`config.mk`:
```
export PLATFORM = sky130hd
export DESIGN_NAME = pc_fetch_unit
export DESIGN_NICKNAME = d
export VERILOG_FILES = /design/src/rtl/cpu_pkg.sv /design/src/rtl/pc_target_calc.sv /design/src/rtl/pc_fetch_unit.sv
export SDC_FILE = /design/constraint.sdc
export NUM_CORES = 1
export LEC_CHECK = 0
export ABC_AREA = 1
export CORE_MARGIN = 2
export CORE_UTILIZATION = 52
export CTS_CLUSTER_DIAMETER = 100
export DETAILED_ROUTE_END_ITERATION = 12
export GPL_TIMING_DRIVEN = 0
export PLACE_DENSITY_LB_ADDON = 0.1
export SLEW_MARGIN = 20
export SYNTH_ARGS = -nofsm -noshare
export SYNTH_HDL_FRONTEND = slang
export SYNTH_HIERARCHICAL = 1
export SYNTH_SLANG_ARGS = --single-unit
```
`constraint.sdc`:
```
create_clock -name clk -period 3.87 [get_ports clk]
set_input_delay 0.9675 -clock clk [delete_from_list [all_inputs] [get_ports clk]]
set_output_delay 0.9675 -clock clk [all_outputs]
set_load 0.02 [all_outputs]
```
`src/rtl/cpu_pkg.sv`:
```
// Shared CPU definitions: redirect encodings, fetch reset/exception addresses
// and the fetch-unit state enum.
package cpu_pkg;

  localparam int unsigned REDIR_OP_W = 2;

  typedef enum logic [REDIR_OP_W-1:0] {
    REDIR_NONE = 2'b00,
    REDIR_BR   = 2'b01,
    REDIR_J    = 2'b10,
    REDIR_JR   = 2'b11
  } redir_op_e;

  localparam logic [31:0] RESET_PC_DEF   = 32'h0000_3000;
  localparam logic [31:0] EXC_VECTOR_DEF = 32'h0000_4180;
  localparam int unsigned STEP_DEF       = 4;

  // RUN: nothing buffered; PEND: a redirect target waits for fetch_hold to drop.
  typedef enum logic {
    ST_RUN  = 1'b0,
    ST_PEND = 1'b1
  } fetch_state_e;

endpackage

```
`src/rtl/pc_target_calc.sv`:
```
// Combinational BR/J/JR target from the transfer instruction's own PC.
// Also used by the ID-stage branch predictor check.
module pc_target_calc
  import cpu_pkg::*;
#(
  parameter int unsigned XLEN = 32
) (
  input  logic [REDIR_OP_W-1:0] op,
  input  logic [XLEN-1:0]       base_pc,
  input  logic [15:0]           b_imm,
  input  logic [25:0]           j_imm,
  input  logic [XLEN-1:0]       rs,
  output logic [XLEN-1:0]       target_c,
  output logic                  legal_c
);

  logic [XLEN-1:0] link;
  logic [XLEN-1:0] br_off;

  assign link   = base_pc + XLEN'(4);
  assign br_off = {{(XLEN-18){b_imm[15]}}, b_imm, 2'b00};

  // JR target is passed through untouched; misalignment is flagged downstream.
  always_comb begin
    target_c = '0;
    legal_c  = 1'b1;
    case (op)
      REDIR_BR: target_c = link + br_off;
      REDIR_J:  target_c = {link[XLEN-1:28], j_imm, 2'b00};
      REDIR_JR: target_c = rs;
      default:  legal_c  = 1'b0;
    endcase
  end

endmodule

```
`src/rtl/pc_fetch_unit.sv`:
```
// IF-stage program counter: sequential fetch, held redirects, exception entry,
// ERET return and misaligned-fetch flagging.
module pc_fetch_unit
  import cpu_pkg::*;
#(
  parameter int unsigned     XLEN       = 32,
  parameter logic [XLEN-1:0] RESET_PC   = XLEN'(RESET_PC_DEF),
  parameter logic [XLEN-1:0] EXC_VECTOR = XLEN'(EXC_VECTOR_DEF),
  parameter int unsigned     STEP       = STEP_DEF
) (
  input  logic                  clk,
  input  logic                  reset,
  input  logic                  fetch_hold,
  input  logic                  redir_valid,
  input  logic [REDIR_OP_W-1:0] redir_op,
  input  logic [XLEN-1:0]       redir_base_pc,
  input  logic [15:0]           b_imm,
  input  logic [25:0]           j_imm,
  input  logic [XLEN-1:0]       rs,
  input  logic                  exc_req,
  input  logic                  eret_req,
  input  logic [XLEN-1:0]       epc,
  output logic [XLEN-1:0]       pc,
  output logic                  pending,
  output logic                  fetch_adel
);

  fetch_state_e    state;
  logic [XLEN-1:0] pend_tgt;
  logic [XLEN-1:0] seq_pc;
  logic [XLEN-1:0] redir_tgt;
  logic            redir_legal;

  assign seq_pc  = pc + XLEN'(STEP);
  assign pending = (state == ST_PEND);

  pc_target_calc #(.XLEN(XLEN)) u_target (
    .op       (redir_op),
    .base_pc  (redir_base_pc),
    .b_imm    (b_imm),
    .j_imm    (j_imm),
    .rs       (rs),
    .target_c (redir_tgt),
    .legal_c  (redir_legal)
  );

  // fetch_adel is registered alongside every pc load so it always tracks pc.
  always_ff @(posedge clk) begin
    if (reset) begin
      pc         <= RESET_PC;
      fetch_adel <= |RESET_PC[1:0];
      pend_tgt   <= '0;
      state      <= ST_RUN;
    end else if (exc_req) begin
      pc         <= EXC_VECTOR;
      fetch_adel <= |EXC_VECTOR[1:0];
      state      <= ST_RUN;
    end else if (eret_req) begin
      pc         <= epc;
      fetch_adel <= |epc[1:0];
      state      <= ST_RUN;
    end else begin
      case (state)
        // Redirects arriving here are wrong-path and are dropped.
        ST_PEND: begin
          if (!fetch_hold) begin
            pc         <= pend_tgt;
            fetch_adel <= |pend_tgt[1:0];
            state      <= ST_RUN;
          end
        end
        default: begin
          if (redir_valid && redir_legal) begin
            if (fetch_hold) begin
              pend_tgt <= redir_tgt;
              state    <= ST_PEND;
            end else begin
              pc         <= redir_tgt;
              fetch_adel <= |redir_tgt[1:0];
            end
          end else if (!fetch_hold) begin
            pc         <= seq_pc;
            fetch_adel <= |seq_pc[1:0];
          end
        end
      endcase
    end
  end

endmodule

```
==> results.yml <==
run_status:
  status: "finished clean"
routing:
  drc: 0
  first_iter_violations: 915
  vias: 9740
  ant_nets: 0
  wl_microns: 28300
  wire_per_inst_microns: 15.9
  first_pass_iters: 9
  vias_per_cell: 5.47
floorplan:
  fp-row-count: 44
  fp.coreArea_sq_um: 14400
  die_h_microns: 125
  die_area_sq_um: 15600
  start_util_pct: 52.6
  ios: 180
  die_w_microns: 125
synth:
  synthArstFlopShare_pct: 0
  ys_ff_latch: 66
  synth_cell_types: 43
  synth.avg_cell_area_sq_um: 5.46
  synthFlopType: "dfxtp_1"
  synth_seq_area_share_pct: 17.4
  syn_nets: 1573
  synth_cells: 1391
  yosysWarnings: 6
  synth_area_sq_um: 7590
  synth_enable_flop_cells: 0
global_route:
  gr-usage-met3_pct: 3.99
  grt_pass1_vias: 9030
  use_met2_pct: 61.5
  grt_use_total_pct: 34.6
  grt_max_degree: 19
  antenna_found_initial: 0
  grt_overflow: 0
  grt.met1_usage_pct: 40.9
  grt_pass1_wl_microns: 44000
  grt-busiest-layer: "met2"
sta:
  max-slew-margin-rel_pct: 53.0
  hold_viol_final: 0
  post-route-period-util_pct: 95.9
  setup_viol: 0
  period_minus_slack_ns: 3.71
  slew_violations: 0
  clock_skew_ns: 0.00566
  rsz0062_at_grt: "yes"
  worstMarginPinSlew_ns: 0.705
  max_freq_mhz: 270
setup_path:
  path_common_cell: "nand2_1"
  crit_path_start_kind: "input pin"
  worstPathArrival_ns: 3.96
  end_kind: "flop"
  path_buf_inv: 5
  crit_family: "simple AND/OR/NAND/NOR gates"
  required_ns: 4.12
  max_stage_delay_ns: 0.33
  critical_path_class: "input pin to flop"
  cp_slowest_cell: "ha_2"
  cp_max_fo: 3
finish:
  fin_area_sq_um: 10300
  stdcell_count: 1782
  area_growth_pct: 36.3
  num_antenna_cells: 0
  num-nets-final: 1777
  drive_gt1_share_pct: 11.1
  fillers: 1316
min_path:
  hold_path_class: "flop to flop"
clock_tree:
  cts_tree: "done"
  cts-htree-levels: 3
  insertion_delay_ns: 0.35
  clkSlewWorstSetupHoldPaths_ns: 0.06
  clock-sinks: 66
  cts_buffer_depth: 2
  numCtsBuffers: 9
  cts_hold_buf: 0
  cts-root-buf: "clkbuf_16"
pwr:
  p_int_mw: 1.59
  p_sw_share_pct: 36.3
  combPwrFrac_pct: 38.7
  seqPwrFrac_pct: 29.9
  pwr-share-clk_pct: 31.4
  peakVddDrop_mv: 0.208
  power_per_cell_area_nw_per_um2: 242
  p_leak_nw: 4.80
  p_switching_mw: 0.908
place:
  place_area_sq_um: 9600
  place_hpwl_microns: 22500
  place_inst: 1753
  gp_congestion: 1.00
  io_buffers: 178
run:
  cap_viol_max_count: 0
-- placed cells by master, fill, tap and decap left out, types with 10 or more instances in the layout --
cell type	count
a21oi_1	85
a22o_1	13
buf_2	11
buf_4	18
clkbuf_1	15
clkbuf_2	11
clkdlybuf4s50_1	159
dfxtp_1	66
ha_1	24
ha_4	10
inv_1	176
inv_2	12
nand2_1	453
nand2_2	25
nand3_1	96
nor2_1	148
nor2_2	17
nor2_4	20
o21ai_0	71
o21ai_1	23
xor2_1	18
-- through the flow --
stage          hold WS, ns  total power, mW  setup slack, ns  utilization [%]  TNS [ns]
2_1_floorplan        0.430             1.27            0.340                -         0
3_3_place_gp         0.440             1.63           -0.799             66.6    -17.70
3_5_place_dp         0.450             1.64           -0.840             66.6    -19.54
4_1_cts              0.458             2.43          0.00538             70.0         0
5_1_grt              0.479             2.63          -0.0655             71.7   -0.0962
6_report             0.456             2.50            0.160             71.7         0
-- registers in the layout, summed over array words and instances (netlist names), named ones only --
| register | count |
|---|---|
| pend_tgt | 32 |
| pending | 1 |
| fetch_adel | 1 |
| pc | 30 |
-- cell families after synthesis --
kind of cell             after synthesis  share of synthesized area (%)
AO/OA/AOI/OAI                        229                           16.7
XOR/XNOR                              27                           3.12
AND/OR/NAND/NOR                      809                           45.0
buffers and inverters                224                           11.7
adder cells (fa/ha/maj)               36                           6.03
flip-flops                            66                           17.4
-- cell type report --
| class | count | area, sq um | share of cell area (%) |
|---|---|---|---|
| buffer | 35 | 179 | 1.73 |
| clock buffer | 12 | 267 | 2.58 |
| clock inverter | 2 | 12.5 | 0.121 |
| inverter | 189 | 709 | 6.86 |
| multi-input combinational | 1101 | 5780 | 55.9 |
| sequential | 66 | 1320 | 12.8 |
| tap | 184 | 230 | 2.22 |
| timing repair buffer | 193 | 1850 | 17.8 |
-- power groups by stage --
stage / Combinational, mW / Clock (mW) / Sequential [mW]
final: 0.969 / 0.786 / 0.747
after CTS: 0.910 / 0.779 / 0.746
after global routing: 1.07 / 0.815 / 0.751
after detailed placement: 0.881 / 0 / 0.760
after floorplan: 0.496 / 0 / 0.772
after global placement: 0.870 / 0 / 0.759
-- cell usage after synthesis, types with 6 or more instances --
| library cell | instances | share of area (%) |
|---|---|---|
| nand2_1 | 476 | 24 |
| dfxtp_1 | 66 | 17 |
| o21ai_1 | 19 | 1.3 |
| ha_1 | 35 | 5.8 |
| xnor2_1 | 9 | 1.0 |
| nor3_1 | 6 | 0.40 |
| inv_1 | 177 | 8.8 |
| nand3_1 | 101 | 6.7 |
| nand4_1 | 9 | 0.74 |
| clkbuf_1 | 15 | 0.74 |
| a22o_1 | 13 | 1.5 |
| a21oi_1 | 93 | 6.1 |
| inv_2 | 11 | 0.54 |
| buf_2 | 11 | 0.73 |
| o211ai_1 | 8 | 0.79 |
| nor2_4 | 8 | 1.2 |
| nor2_1 | 161 | 8.0 |
| nand2_2 | 6 | 0.49 |
| o21ai_0 | 75 | 4.9 |
| nand3b_1 | 6 | 0.59 |
| nor2_2 | 16 | 1.3 |
| xor2_1 | 18 | 2.1 |
| o21bai_1 | 9 | 0.89 |
-- worst register-to-register path, stage by stage, from the launching register on --
cell	delay (ns)
dfxtp_1	0.49
ha_1	0.26
inv_1	0.10
nor2_4	0.19
nand2_2	0.12
nor2_2	0.25
nand2_1	0.08
nand2_1	0.07
nand3_1	0.08
nand2_1	0.09
nand2_1	0.07
nand2_1	0.08
nand2_1	0.04
-- path summary, 6_finish.rpt --
| kind | from | endpoint | slack (ns) | cells past startpoint |
|---|---|---|---|---|
| max reg2reg | pc[2]$_SDFFE_PP0P_ | pc[20]$_SDFFE_PP0P_ | 1.87 | 12 |
| max | redir_base_pc[10] | pc[31]$_SDFFE_PP0P_ | 0.16 | 28 |
| min | pend_tgt[1]$_SDFFE_PP0P_ | pend_tgt[1]$_SDFFE_PP0P_ | 0.46 | 2 |
| min reg2reg | pend_tgt[1]$_SDFFE_PP0P_ | pend_tgt[1]$_SDFFE_PP0P_ | 0.46 | 2 |
-- routing by layer --
layer	share of wire [%]	up-vias
li1	-	4836
met1	40	4357
met2	49	444
met3	5.9	103
met4	5.3	0
met5	0	-
-- what timing repair did --
action,CTS,global route
buffers inserted,7,8
endpoints found under the setup margin,30,25
pin swaps,13,31
gates resized for setup,53,87
Note: power is estimated with default switching activity, not from simulation.
